$ cat config.mk
export PLATFORM = sky130hd
export DESIGN_NAME = mem_arbiter
export DESIGN_NICKNAME = d
export VERILOG_FILES = /design/src/rtl/mem_arb_pkg.sv /design/src/rtl/mem_arb_ctr.sv /design/src/rtl/mem_arbiter.sv
export SDC_FILE = /design/constraint.sdc
export NUM_CORES = 1
export LEC_CHECK = 0
export BUFFER_PORTS_ARGS = -buffer_cell sky130_fd_sc_hd__buf_2
export CORE_UTILIZATION = 44
export CTS_BUF_LIST = sky130_fd_sc_hd__clkbuf_8
export CTS_CLUSTER_SIZE = 20
export DETAILED_ROUTE_END_ITERATION = 10
export PLACE_DENSITY = 0.82
export SLEW_MARGIN = 15
export SYNTH_ARGS = -nofsm -noshare
export SYNTH_HDL_FRONTEND = slang
export SYNTH_SLANG_ARGS = --single-unit
$ cat constraint.sdc
create_clock -name clk -period 1.7 [get_ports clk]
set_input_delay 0.17 -clock clk [delete_from_list [all_inputs] [get_ports clk]]
set_output_delay 0.17 -clock clk [all_outputs]
set_load 0.1 [all_outputs]
$ cat src/rtl/mem_arb_pkg.sv
// Shared types and constants for the memory arbiter.
package mem_arb_pkg;

  localparam int unsigned ADDR_W        = 16;
  localparam int unsigned DATA_W        = 16;
  localparam int unsigned WORDS_PER_BLK = 8;
  localparam int unsigned MEM_LAT       = 4;
  localparam int unsigned IDX_W         = $clog2(WORDS_PER_BLK);
  // Byte offset bits inside a block: word index plus the byte-in-word bit.
  localparam int unsigned OFS_W         = IDX_W + 1;

  localparam logic SEL_I = 1'b0;
  localparam logic SEL_D = 1'b1;

  typedef enum logic [1:0] {
    IDLE  = 2'd0,
    FILL  = 2'd1,
    WRITE = 2'd2,
    DONE  = 2'd3
  } state_e;

  // One memory-port command, registered as a unit.
  typedef struct packed {
    logic              en;
    logic              wr;
    logic [ADDR_W-1:0] addr;
    logic [DATA_W-1:0] wdata;
  } mem_cmd_t;

  localparam logic [ADDR_W-1:0] BLK_MASK = ~ADDR_W'((1 << OFS_W) - 1);

  // Align a byte address down to its block base.
  function automatic logic [ADDR_W-1:0] blk_base(input logic [ADDR_W-1:0] a);
    return a & BLK_MASK;
  endfunction

endpackage

$ cat src/rtl/mem_arb_ctr.sv
// Resettable up-counter with synchronous clear, enable and registered
// terminal-count flag (high while the count equals MAX).
module mem_arb_ctr #(
  parameter int unsigned W   = 3,
  parameter int unsigned MAX = 7
) (
  input  logic         clk,
  input  logic         rst_n,
  input  logic         clr_i,
  input  logic         en_i,
  output logic [W-1:0] cnt_o,
  output logic         tc_o
);

  logic [W-1:0] cnt_q, cnt_d;
  logic         tc_q, tc_d;

  // Next count and its terminal flag.
  always_comb begin
    cnt_d = cnt_q;
    if (clr_i) begin
      cnt_d = '0;
    end else if (en_i) begin
      cnt_d = cnt_q + W'(1);
    end
    tc_d = (cnt_d == W'(MAX));
  end

  // Count register.
  always_ff @(posedge clk or negedge rst_n) begin
    if (!rst_n) begin
      cnt_q <= '0;
      tc_q  <= 1'b0;
    end else begin
      cnt_q <= cnt_d;
      tc_q  <= tc_d;
    end
  end

  assign cnt_o = cnt_q;
  assign tc_o  = tc_q;

endmodule

$ cat src/rtl/mem_arbiter.sv
// Arbiter sharing the pipelined main memory between I-cache block fills and
// D-cache block fills / write-through stores. Fills issue one address per
// cycle and forward each returned word to the requesting cache.
// Optional build macro: MEM_ARB_RR_EN selects round-robin on I/D ties;
// without it D always beats I.
module mem_arbiter
  import mem_arb_pkg::*;
(
  input  logic              clk,
  input  logic              rst_n,
  input  logic              i_req,
  input  logic [ADDR_W-1:0] i_addr,
  input  logic              d_req,
  input  logic              d_we,
  input  logic [ADDR_W-1:0] d_addr,
  input  logic [DATA_W-1:0] d_wdata,
  output logic              mem_en,
  output logic              mem_wr,
  output logic [ADDR_W-1:0] mem_addr,
  output logic [DATA_W-1:0] mem_wdata,
  input  logic [DATA_W-1:0] mem_rdata,
  input  logic              mem_rvalid,
  output logic              fill_valid,
  output logic              fill_sel,
  output logic [IDX_W-1:0]  fill_idx,
  output logic [DATA_W-1:0] fill_data,
  output logic              i_done,
  output logic              d_done
);

  state_e            state_q, state_d;
  logic              sel_q, sel_d;
  logic [ADDR_W-1:0] base_q, base_d;
  mem_cmd_t          mem_q, mem_d;

  logic              iss_clr, iss_en, iss_tc;
  logic              rcv_clr, rcv_en, rcv_tc;
  logic [IDX_W-1:0]  iss_cnt, rcv_cnt;
  logic [ADDR_W-1:0] iss_off;

  logic              d_win, i_win;
  logic              fill_valid_c, last_word_c;

`ifdef MEM_ARB_RR_EN
  logic last_q, last_d;
  // On a tie the requester not granted last time wins.
  assign d_win = d_req & (~i_req | (last_q == SEL_I));
`else
  assign d_win = d_req;
`endif
  assign i_win = i_req & ~d_win;

  // Byte offset of the next address to issue (word index + 1, times two).
  assign iss_off = (ADDR_W'(iss_cnt) + ADDR_W'(1)) << 1;

  // Returned words are only accepted while a fill is in progress.
  assign fill_valid_c = (state_q == FILL) & mem_rvalid;
  assign last_word_c  = fill_valid_c & rcv_tc;
  assign rcv_en       = fill_valid_c;

  // Issue counter: index of the address currently on the memory port.
  mem_arb_ctr #(
    .W   (IDX_W),
    .MAX (WORDS_PER_BLK - 1)
  ) u_iss_ctr (
    .clk   (clk),
    .rst_n (rst_n),
    .clr_i (iss_clr),
    .en_i  (iss_en),
    .cnt_o (iss_cnt),
    .tc_o  (iss_tc)
  );

  // Receive counter: index of the next word expected back from memory.
  mem_arb_ctr #(
    .W   (IDX_W),
    .MAX (WORDS_PER_BLK - 1)
  ) u_rcv_ctr (
    .clk   (clk),
    .rst_n (rst_n),
    .clr_i (rcv_clr),
    .en_i  (rcv_en),
    .cnt_o (rcv_cnt),
    .tc_o  (rcv_tc)
  );

  // Next-state, grant latching and next memory command.
  always_comb begin
    state_d = state_q;
    sel_d   = sel_q;
    base_d  = base_q;
    mem_d   = '0;
    iss_clr = 1'b0;
    iss_en  = 1'b0;
    rcv_clr = 1'b0;
`ifdef MEM_ARB_RR_EN
    last_d  = last_q;
`endif
    case (state_q)
      IDLE: begin
        iss_clr = 1'b1;
        rcv_clr = 1'b1;
        if (d_win) begin
          sel_d = SEL_D;
`ifdef MEM_ARB_RR_EN
          last_d = SEL_D;
`endif
          if (d_we) begin
            state_d     = WRITE;
            mem_d.en    = 1'b1;
            mem_d.wr    = 1'b1;
            mem_d.addr  = d_addr;
            mem_d.wdata = d_wdata;
          end else begin
            state_d    = FILL;
            base_d     = blk_base(d_addr);
            mem_d.en   = 1'b1;
            mem_d.addr = blk_base(d_addr);
          end
        end else if (i_win) begin
          sel_d = SEL_I;
`ifdef MEM_ARB_RR_EN
          last_d = SEL_I;
`endif
          state_d    = FILL;
          base_d     = blk_base(i_addr);
          mem_d.en   = 1'b1;
          mem_d.addr = blk_base(i_addr);
        end
      end
      FILL: begin
        if (mem_q.en && !iss_tc) begin
          iss_en     = 1'b1;
          mem_d.en   = 1'b1;
          mem_d.addr = base_q + iss_off;
        end
        if (last_word_c) begin
          state_d = DONE;
        end
      end
      WRITE: begin
        state_d = DONE;
      end
      DONE: begin
        iss_clr = 1'b1;
        rcv_clr = 1'b1;
        state_d = IDLE;
      end
      default: begin
        state_d = IDLE;
      end
    endcase
  end

  // State, latched request and registered memory command.
  always_ff @(posedge clk or negedge rst_n) begin
    if (!rst_n) begin
      state_q <= IDLE;
      sel_q   <= SEL_I;
      base_q  <= '0;
      mem_q   <= '0;
    end else begin
      state_q <= state_d;
      sel_q   <= sel_d;
      base_q  <= base_d;
      mem_q   <= mem_d;
    end
  end

`ifdef MEM_ARB_RR_EN
  // Last-grant pointer; starts as "I last" so D takes the first tie.
  always_ff @(posedge clk or negedge rst_n) begin
    if (!rst_n) begin
      last_q <= SEL_I;
    end else begin
      last_q <= last_d;
    end
  end
`endif

  assign mem_en    = mem_q.en;
  assign mem_wr    = mem_q.wr;
  assign mem_addr  = mem_q.addr;
  assign mem_wdata = mem_q.wdata;

  assign fill_valid = fill_valid_c;
  assign fill_sel   = fill_valid_c & sel_q;
  assign fill_idx   = fill_valid_c ? rcv_cnt : '0;
  assign fill_data  = fill_valid_c ? mem_rdata : '0;

  assign i_done = last_word_c & (sel_q == SEL_I);
  assign d_done = (last_word_c & (sel_q == SEL_D)) | (state_q == WRITE);

endmodule

==> results of run 1 <==
-- worst max path at each step --
| stage | endpoint | slack, ps |
|---|---|---|
| 4_1_cts | fill_idx[0] | -10 |
| 6_report | fill_idx[0] | 0.8 |
| 3_3_place_gp | mem_addr[15]$_DFF_PN0_ | 100 |
| 2_1_floorplan | u_rcv_ctr.tc_o$_DFF_PN0_ | -200 |
| 5_1_grt | fill_idx[0] | -60 |
| 3_5_place_dp | mem_addr[15]$_DFF_PN0_ | 50 |
-- power groups by stage --
stage	clock network, mW	registers (mW)	logic [mW]
detailed placement	0	2.03	3.96
floorplan	0	3.20	1.72
finish	1.39	2.02	4.14
global placement	0	2.01	3.87
CTS	1.41	2.02	4.10
global route	1.47	2.07	4.35
-- worst reg2reg max path, delay by kind of cell, from the launching register on --
| family | cells | cell delay (ps) |
|---|---|---|
| AO/OA/AOI/OAI | 1 | 60 |
| AND/OR/NAND/NOR | 3 | 720 |
| flip-flops | 1 | 370 |
| XOR/XNOR | 1 | 170 |
| adder cells (fa/ha/maj) | 1 | 200 |
-- state kept, by name (all words and copies together), names as in the netlist --
register,cells
u_rcv_ctr.tc_o,1
u_iss_ctr.cnt_o,3
base_q,12
state_q,2
sel_q,1
u_iss_ctr.tc_o,1
u_rcv_ctr.cnt_o,3
mem_wr,1
mem_en,1
mem_addr,16
mem_wdata,16
-- synth_stat cells (6+ instances only) --
| master | instances | area, µm² |
|---|---|---|
| nand2_1 | 36 | 135 |
| nand3_1 | 6 | 30.0 |
| a22o_1 | 7 | 61.3 |
| ha_1 | 8 | 100 |
| o21ai_0 | 22 | 110 |
| buf_2 | 7 | 35.0 |
| xnor2_1 | 11 | 96.3 |
| and3_1 | 21 | 131 |
| dfrtp_1 | 57 | 1430 |
| and2_1 | 22 | 138 |
| mux2i_1 | 12 | 120 |
| clkbuf_1 | 6 | 22.5 |
-- final cells by class --
type	instances	area (µm²)	share of cell area (%)
flip-flops and latches	57	1430	33.1
multi-input cells	186	1390	32.3
repair buffers	145	1160	26.9
clock buffers	11	151	3.51
well taps	75	93.8	2.18
clock inverters	3	65.1	1.51
inverters	5	22.5	0.522
-- layer usage --
metal	global-route usage (%)	share of wire, %	up-vias
met2	37.8	53	105
met3	5.73	6.5	13
li1	-	-	1175
met4	10.2	2.1	0
met1	23.0	38	1171
met5	0	0	-
-- cell families after synthesis --
family	Yosys count
multiplexers	12
buffers and inverters	18
AO/OA/AOI/OAI	45
AND/OR/NAND/NOR	105
adder cells (fa/ha/maj)	8
flip-flops	57
XOR/XNOR	16
-- timing repair --
| action | 4_1_cts | 5_1_grt |
|---|---|---|
| cloned | 0 | 0 |
| resized for setup | 4 | 6 |
| hold buffers | 1 | 0 |
| pin swaps | 4 | 0 |
| setup endpoints to repair | 13 | 32 |
| hold endpoints to repair | 16 | 0 |
| setup buffers | 7 | 3 |
-- per-stage QoR --
step                TNS, ps  hold WS, ps
detailed placement        0          134
global placement          0          127
CTS                   -84.4         21.4
floorplan              -354         -126
finish                    0         38.8
global route           -776         31.5
==> results.txt, run 1 <==
num rows: 28
largest family of logic cells by synthesized area: simple AND/OR/NAND/NOR gates
H-tree Lvls: 3
Mapped Cells: 261
Most common cell on crit path: ha_4
status: finished clean
post-synthesis compound-gate area fraction: 10.4%
mean area per synthesized cell: 10.5 µm²
Hold Path Depth: 2
dpl hpwl: 5010 µm
clock sinks: 57
Setup Viol. Count Final: 0
share of flip-flops with an asynchronous set or reset: 100%
cts bufs inserted: 9
initial antenna violation count: 0
DP Worst Slack: 54.4 ps
Placed Cells: 457
routed wire length: 6710 µm
post-synthesis adder-cell area fraction: 3.64%
Slowest Stage Delay on Critical Path: 380 ps
post-route insts no fill: 482
Final Wtd Congestion: 0.857
max_cap viols: 0
core area: 0.00596 mm²
Filler cells: 400
clk_skew: 3.71 ps
Seq pwr share: 26.8%
slowest CP cell: dfrtp_1
Seq/Total Area, Yosys: 51.9%
total track usage: 21.2%
Worst Max-Slew Pin Slew: 559 ps
share of layout cells above drive strength 1: 48.2%
Buf/Inv on CP: 3
Detailed Route Iter0 Violations: 104
xor and xnor area share after synthesis: 5.10%
HP Class: in2reg
multiplexer share of the synthesized area: 4.37%
grt ovf: 0
Remaining DRCs: 0
final core utilization: 72.4%
CP Max Fanout: 7
Unique masters post-synth: 34
vias after detailed routing: 2464
Worst path depth: 6
Max Fclk: 0.589 GHz
wire per inst: 13.9 µm
Pins Over Slew Limit: 0
VDD IR max: 1.27 mV
clock buffer depth: 2
Pwr per Cell Area: 1750 mW/mm²
flop and latch count out of synthesis: 57
Setup CP Type: reg2out
Die W: 81.0 µm
Final #Nets: 482
final hold vios: 0
Post-synth EDFFs: 0
CP Data Required Time: 1530 ps
Root Driver: clkbuf_8
Combinational Power Share: 54.9%
r2r worst-path depth: 6
Post-Syn Area: 0.00275 mm²
port bufs: 122
simple-gate portion of the synthesized area: 21.8%
clock slew at reported path FFs: 60 ps
largest net degree at the start of global routing: 25
Antenna Nets Post-Route: 0
vias in the first global route: 2243
most frequent cells in the layout: buf_2, dfrtp_1, nand2_1
fin crit period: 1700 ps
Worst Hold Launch: d_wdata[15]
Via-to-Cell Ratio: 5.11
part of the cycle the worst path needs: 100%
Initial Utilization: 46.1%
diode count: 0
leakage: 2.20 nW
Max-slew headroom: 62.5%
Clk pwr share: 18.3%
CP arrival: 1530 ps
hold endpoint: mem_wdata[15]$_DFF_PN0_
Clock Latency Late Sink: 330 ps
critical path, cell by cell: inv_2 -> ha_4 -> nand2_4 -> clkinvlp_4 -> ha_4 -> buf_12
startpoint types: register
DP Area: 0.00396 mm²
Die Area: 0.00656 mm²
most common cell after layout, fill and taps aside: buf_2
Post-synth top flop: dfrtp_1
Tot Pwr: 7.55 mW
Net Sw Power: 3.68 mW
r2r setup slk: 80 ps
syn_nets: 339
Worst Setup End Kind: output pin
r2r startpoint: u_iss_ctr.cnt_o[1]$_DFF_PN0_
I/O pin cnt: 127
CTS tree: yes
worst r2r dst: mem_addr[15]$_DFF_PN0_
Layout area overhead: 57.0%
First-pass DRT Iterations: 4
CP delay by family, top: flip-flops
critical path launch point: state_q[1]$_DFFE_PN0P_
setup ws final: 0.772 ps
unrepaired setup endpoints after global routing: yes
first-pass GRT wire length: 10200 µm
cell internal pwr: 3.87 mW
Yosys Warn Count: 0
Sw Ratio: 48.7%
die height: 81.0 µm
final instance area: 0.00431 mm²
Note: power is estimated with default switching activity, not from simulation.
==> inputs of run 2 (changes only) <==
--- a/config.mk
+++ b/config.mk
@@ -10,7 +10,7 @@
 export CTS_BUF_LIST = sky130_fd_sc_hd__clkbuf_8
 export CTS_CLUSTER_SIZE = 20
 export DETAILED_ROUTE_END_ITERATION = 10
-export PLACE_DENSITY = 0.82
+export PLACE_DENSITY = 0.75
 export SLEW_MARGIN = 15
 export SYNTH_ARGS = -nofsm -noshare
 export SYNTH_HDL_FRONTEND = slang
==> results.txt, run 2 (synthesis gave the netlist of run 1 again) <==
slowest CP cell: dfrtp_1
Setup CP Type: reg2out
Layout area overhead: 56.0%
final setup TNS: -4.66 ps
routed wire length: 6650 µm
largest net degree at the start of global routing: 42
num rows: 28
critical path, cell by cell: ha_4 -> nand2_4 -> clkinvlp_4 -> ha_4 -> buf_12
HP Class: in2reg
wire per inst: 13.8 µm
grt ovf: 0
CP arrival: 1530 ps
Clock Latency Late Sink: 330 ps
Die Area: 0.00656 mm²
final hold vios: 0
Buf/Inv on CP: 2
vias after detailed routing: 2380
Pins Over Slew Limit: 0
unrepaired setup endpoints after global routing: yes
Antenna Nets Post-Route: 0
Setup Viol. Count Final: 1
VDD IR max: 1.37 mV
startpoint types: register
most common cell after layout, fill and taps aside: buf_2
port bufs: 122
share of layout cells above drive strength 1: 49.1%
vias in the first global route: 2294
total track usage: 21.2%
cts bufs inserted: 9
Max-slew headroom: 62.3%
clock sinks: 57
DP Area: 0.00395 mm²
CP delay by family, top: flip-flops
die height: 81.0 µm
DP Worst Slack: 19.7 ps
Fin Hold WS: 35.4 ps
clock slew at reported path FFs: 70 ps
Slowest Stage Delay on Critical Path: 410 ps
Detailed Route Iter0 Violations: 90
part of the cycle the worst path needs: 100%
first-pass GRT wire length: 10400 µm
violated checks: setup timing
setup ws final: -4.66 ps
initial antenna violation count: 0
clock buffer depth: 2
Remaining DRCs: 0
Worst Setup End Kind: output pin
CP Data Required Time: 1530 ps
final instance area: 0.00429 mm²
dpl hpwl: 4990 µm
max_cap viols: 0
Final #Nets: 480
Via-to-Cell Ratio: 4.94
Initial Utilization: 46.1%
Most common cell on crit path: ha_4
most frequent cells in the layout: buf_2, dfrtp_1, nand2_1
First-pass DRT Iterations: 4
Max Fclk: 0.587 GHz
Final Wtd Congestion: 0.774
clk_skew: 8.31 ps
CP Max Fanout: 6
I/O pin cnt: 127
leakage: 2.18 nW
Die W: 81.0 µm
core area: 0.00596 mm²
CTS tree: yes
diode count: 0
Root Driver: clkbuf_8
status: finished with violations
Pwr per Cell Area: 1740 mW/mm²
Worst Max-Slew Pin Slew: 562 ps
H-tree Lvls: 3
fin crit period: 1700 ps
run 2: cell types whose count changed in the layout (fill, tap and decap cells not counted), moves of 2 or more:
cell      delta
ha_1         -2
clkinv_4     +2
and3_4       -6
ha_2         +2
clkbuf_8     -2
and3_2       +6
buf_4        -2
run 2: worst register-to-register path, cell delays in order, from the launching register on:
cell and delay [ps]:
dfrtp_1 410, ha_4 200, nand2_4 110, clkinvlp_4 140, buf_4 150, buf_4 130
nand2_1 70, o21ai_0 90, and2_1 170
run 2: through the flow:
stage	power, mW	util (%)	std cells
after global placement	5.86	66.3	455
after floorplan	4.92	-	261
after global routing	7.84	72.0	482
after CTS	7.45	71.1	479
final	7.46	72.0	482
after detailed placement	5.95	66.3	455
run 2: worst paths after layout:
path / endpoint / slack [ps] / cells after the start / start
max: fill_idx[0] / -5 / 5 / state_q[0]$_DFFE_PN0P_
min: mem_wdata[15]$_DFF_PN0_ / 40 / 2 / d_wdata[15]
max reg2reg: u_rcv_ctr.tc_o$_DFF_PN0_ / 120 / 8 / state_q[0]$_DFFE_PN0P_
min reg2reg: base_q[15]$_DFFE_PN0P_ / 510 / 2 / base_q[15]$_DFFE_PN0P_
max in group asynchronous: mem_en$_DFF_PN0_ / 830 / 3 / rst_n
min in group asynchronous: mem_wdata[11]$_DFF_PN0_ / 300 / 2 / rst_n
run 2: routing by layer:
| metal | vias up | track usage [%] | part of all wire [%] |
|---|---|---|---|
| li1 | 1178 | - | - |
| met1 | 1107 | 24.1 | 39 |
| met2 | 86 | 37.6 | 53 |
| met3 | 9 | 6.40 | 6.9 |
| met4 | 0 | 7.32 | 1.5 |
| met5 | - | 0 | 0 |
run 2: power breakdown:
part / internal (mW) / total (mW) / switching, mW
Combinational: 1.24 / 4.08 / 2.84
Sequential: 1.72 / 2.01 / 0.294
Clock: 0.823 / 1.37 / 0.543
run 2: cell type report:
class	instances	area [µm²]
inverters	5	22.5
fillers	446	1670
flip-flops and latches	57	1430
repair buffers	143	1140
clock buffers	9	124
clock inverters	7	95.1
well taps	75	93.8
multi-input cells	186	1390
run 2: what timing repair did:
action | CTS | global route
hold endpoints to repair | 16 | 0
setup endpoints to repair | 14 | 35
buffers inserted | 7 | 3
pin swaps | 2 | 1
hold buffers | 1 | 0
resized for setup | 2 | 6
==> inputs of run 3 (changes only) <==
--- a/config.mk
+++ b/config.mk
@@ -6,6 +6,7 @@
 export NUM_CORES = 1
 export LEC_CHECK = 0
 export BUFFER_PORTS_ARGS = -buffer_cell sky130_fd_sc_hd__buf_2
+export CORE_MARGIN = 5
 export CORE_UTILIZATION = 44
 export CTS_BUF_LIST = sky130_fd_sc_hd__clkbuf_8
 export CTS_CLUSTER_SIZE = 20
==> results.txt, run 3 (synthesis gave the netlist of run 1 again) <==
status: finished with violations
violated checks: setup timing
r2r startpoint: state_q[1]$_DFFE_PN0P_
Clock Latency Late Sink: 350 ps
dpl hpwl: 5290 µm
H-tree Lvls: 3
unrepaired setup endpoints after global routing: yes
final hold vios: 0
die height: 89.0 µm
Pins Over Slew Limit: 0
Pwr per Cell Area: 1730 mW/mm²
met1 Track Usage GR: 20.8%
Worst Max-Slew Pin Slew: 773 ps
Antenna Nets Post-Route: 0
Max Fclk: 0.584 GHz
Slowest Stage Delay on Critical Path: 400 ps
CP delay by family, top: flip-flops
Worst Setup End Kind: output pin
Layout area overhead: 57.9%
worst r2r dst: u_iss_ctr.tc_o$_DFF_PN0_
Die W: 89.0 µm
CP arrival: 1540 ps
Buf/Inv on CP: 3
Initial Utilization: 45.9%
I/O pin cnt: 127
Via-to-Cell Ratio: 4.99
Final Wtd Congestion: 0.809
part of the cycle the worst path needs: 101%
Max-slew headroom: 48.5%
total track usage: 18.7%
hold endpoint: mem_addr[1]$_DFF_PN0_
Fin Hold WS: 21.4 ps
diode count: 0
r2r setup slk: 80 ps
CP Data Required Time: 1530 ps
post-route insts no fill: 482
num rows: 28
routed wire length: 7250 µm
met2 usage: 33.8%
vias after detailed routing: 2406
r2r worst-path depth: 7
share of layout cells above drive strength 1: 49.6%
port bufs: 122
Setup Viol. Count Final: 6
Detailed Route Iter0 Violations: 80
core area: 0.00599 mm²
cts bufs inserted: 9
clock sinks: 57
HP Class: in2reg
fin crit period: 1710 ps
DP Worst Slack: 57.1 ps
clock slew at reported path FFs: 70 ps
leakage: 2.18 nW
Root Driver: clkbuf_8
most frequent cells in the layout: buf_2, dfrtp_1, nand2_1
Placed Cells: 457
VDD IR max: 1.12 mV
vias in the first global route: 2450
slowest CP cell: dfrtp_1
grt ovf: 0
First-pass DRT Iterations: 4
final core utilization: 72.4%
startpoint types: register
wire per inst: 15.0 µm
first-pass GRT wire length: 11300 µm
GR Util met3: 5.53%
critical path, cell by cell: inv_2 -> ha_4 -> nand2_4 -> clkinvlp_4 -> ha_4 -> buf_12
Hold Path Depth: 3
Most common cell on crit path: ha_4
clk_skew: 12.5 ps
Remaining DRCs: 0
Setup CP Type: reg2out
setup ws final: -12.2 ps
Final #Nets: 480
most common cell after layout, fill and taps aside: buf_2
Die Area: 0.00792 mm²
CTS tree: yes
Tot Pwr: 7.51 mW
largest net degree at the start of global routing: 38
max_cap viols: 0
Worst Hold Launch: d_addr[1]
initial antenna violation count: 0
CP Max Fanout: 5
clock buffer depth: 2
busiest metal layer after global routing: met2
final instance area: 0.00434 mm²
final setup TNS: -43.0 ps
DP Area: 0.00398 mm²
-- run 3: how the worst max path moves through the flow --
stage	start	end	slack, ps	cells past startpoint
finish	state_q[1]$_DFFE_PN0P_	fill_idx[0]	-10	6
floorplan	state_q[0]$_DFFE_PN0P_	u_rcv_ctr.tc_o$_DFF_PN0_	-200	6
global placement	u_iss_ctr.cnt_o[1]$_DFF_PN0_	mem_addr[15]$_DFF_PN0_	110	6
global route	state_q[1]$_DFFE_PN0P_	fill_idx[0]	-80	6
CTS	state_q[1]$_DFFE_PN0P_	i_done	-30	5
detailed placement	u_iss_ctr.cnt_o[1]$_DFF_PN0_	mem_addr[15]$_DFF_PN0_	60	6
-- run 3: worst min-delay path: cells and delay by family --
kind                   cells  cell delay, ps
AND/OR/NAND/NOR            1              30
AO/OA/AOI/OAI              1              60
buffers and inverters      1              70
-- run 3: area by class of cell --
type | count | area [µm²]
fill | 418 | 1650
sequential | 57 | 1430
multi-input combinational | 186 | 1410
timing repair buffer | 143 | 1180
clock buffer | 10 | 138
tap | 75 | 93.8
clock inverter | 6 | 67.6
inverter | 5 | 22.5
-- run 3: power breakdown --
group,internal [mW],switching [mW]
sequential,1.72,0.298
clock,0.718,0.584
combinational,1.31,2.88
-- run 3: metal layers --
metal / wire length [µm] / part of all wire (%)
met5: 0 / 0
met1: 2710 / 37
met3: 627 / 8.7
met4: 124 / 1.7
met2: 3790 / 52
-- run 3: what timing repair did --
action | in CTS | in global routing
hold endpoints to repair | 57 | 0
cloned | 1 | 0
hold buffers | 1 | 0
pin swaps | 4 | 2
gates resized for setup | 9 | 10
setup endpoints to repair | 21 | 29
setup buffers | 6 | 1
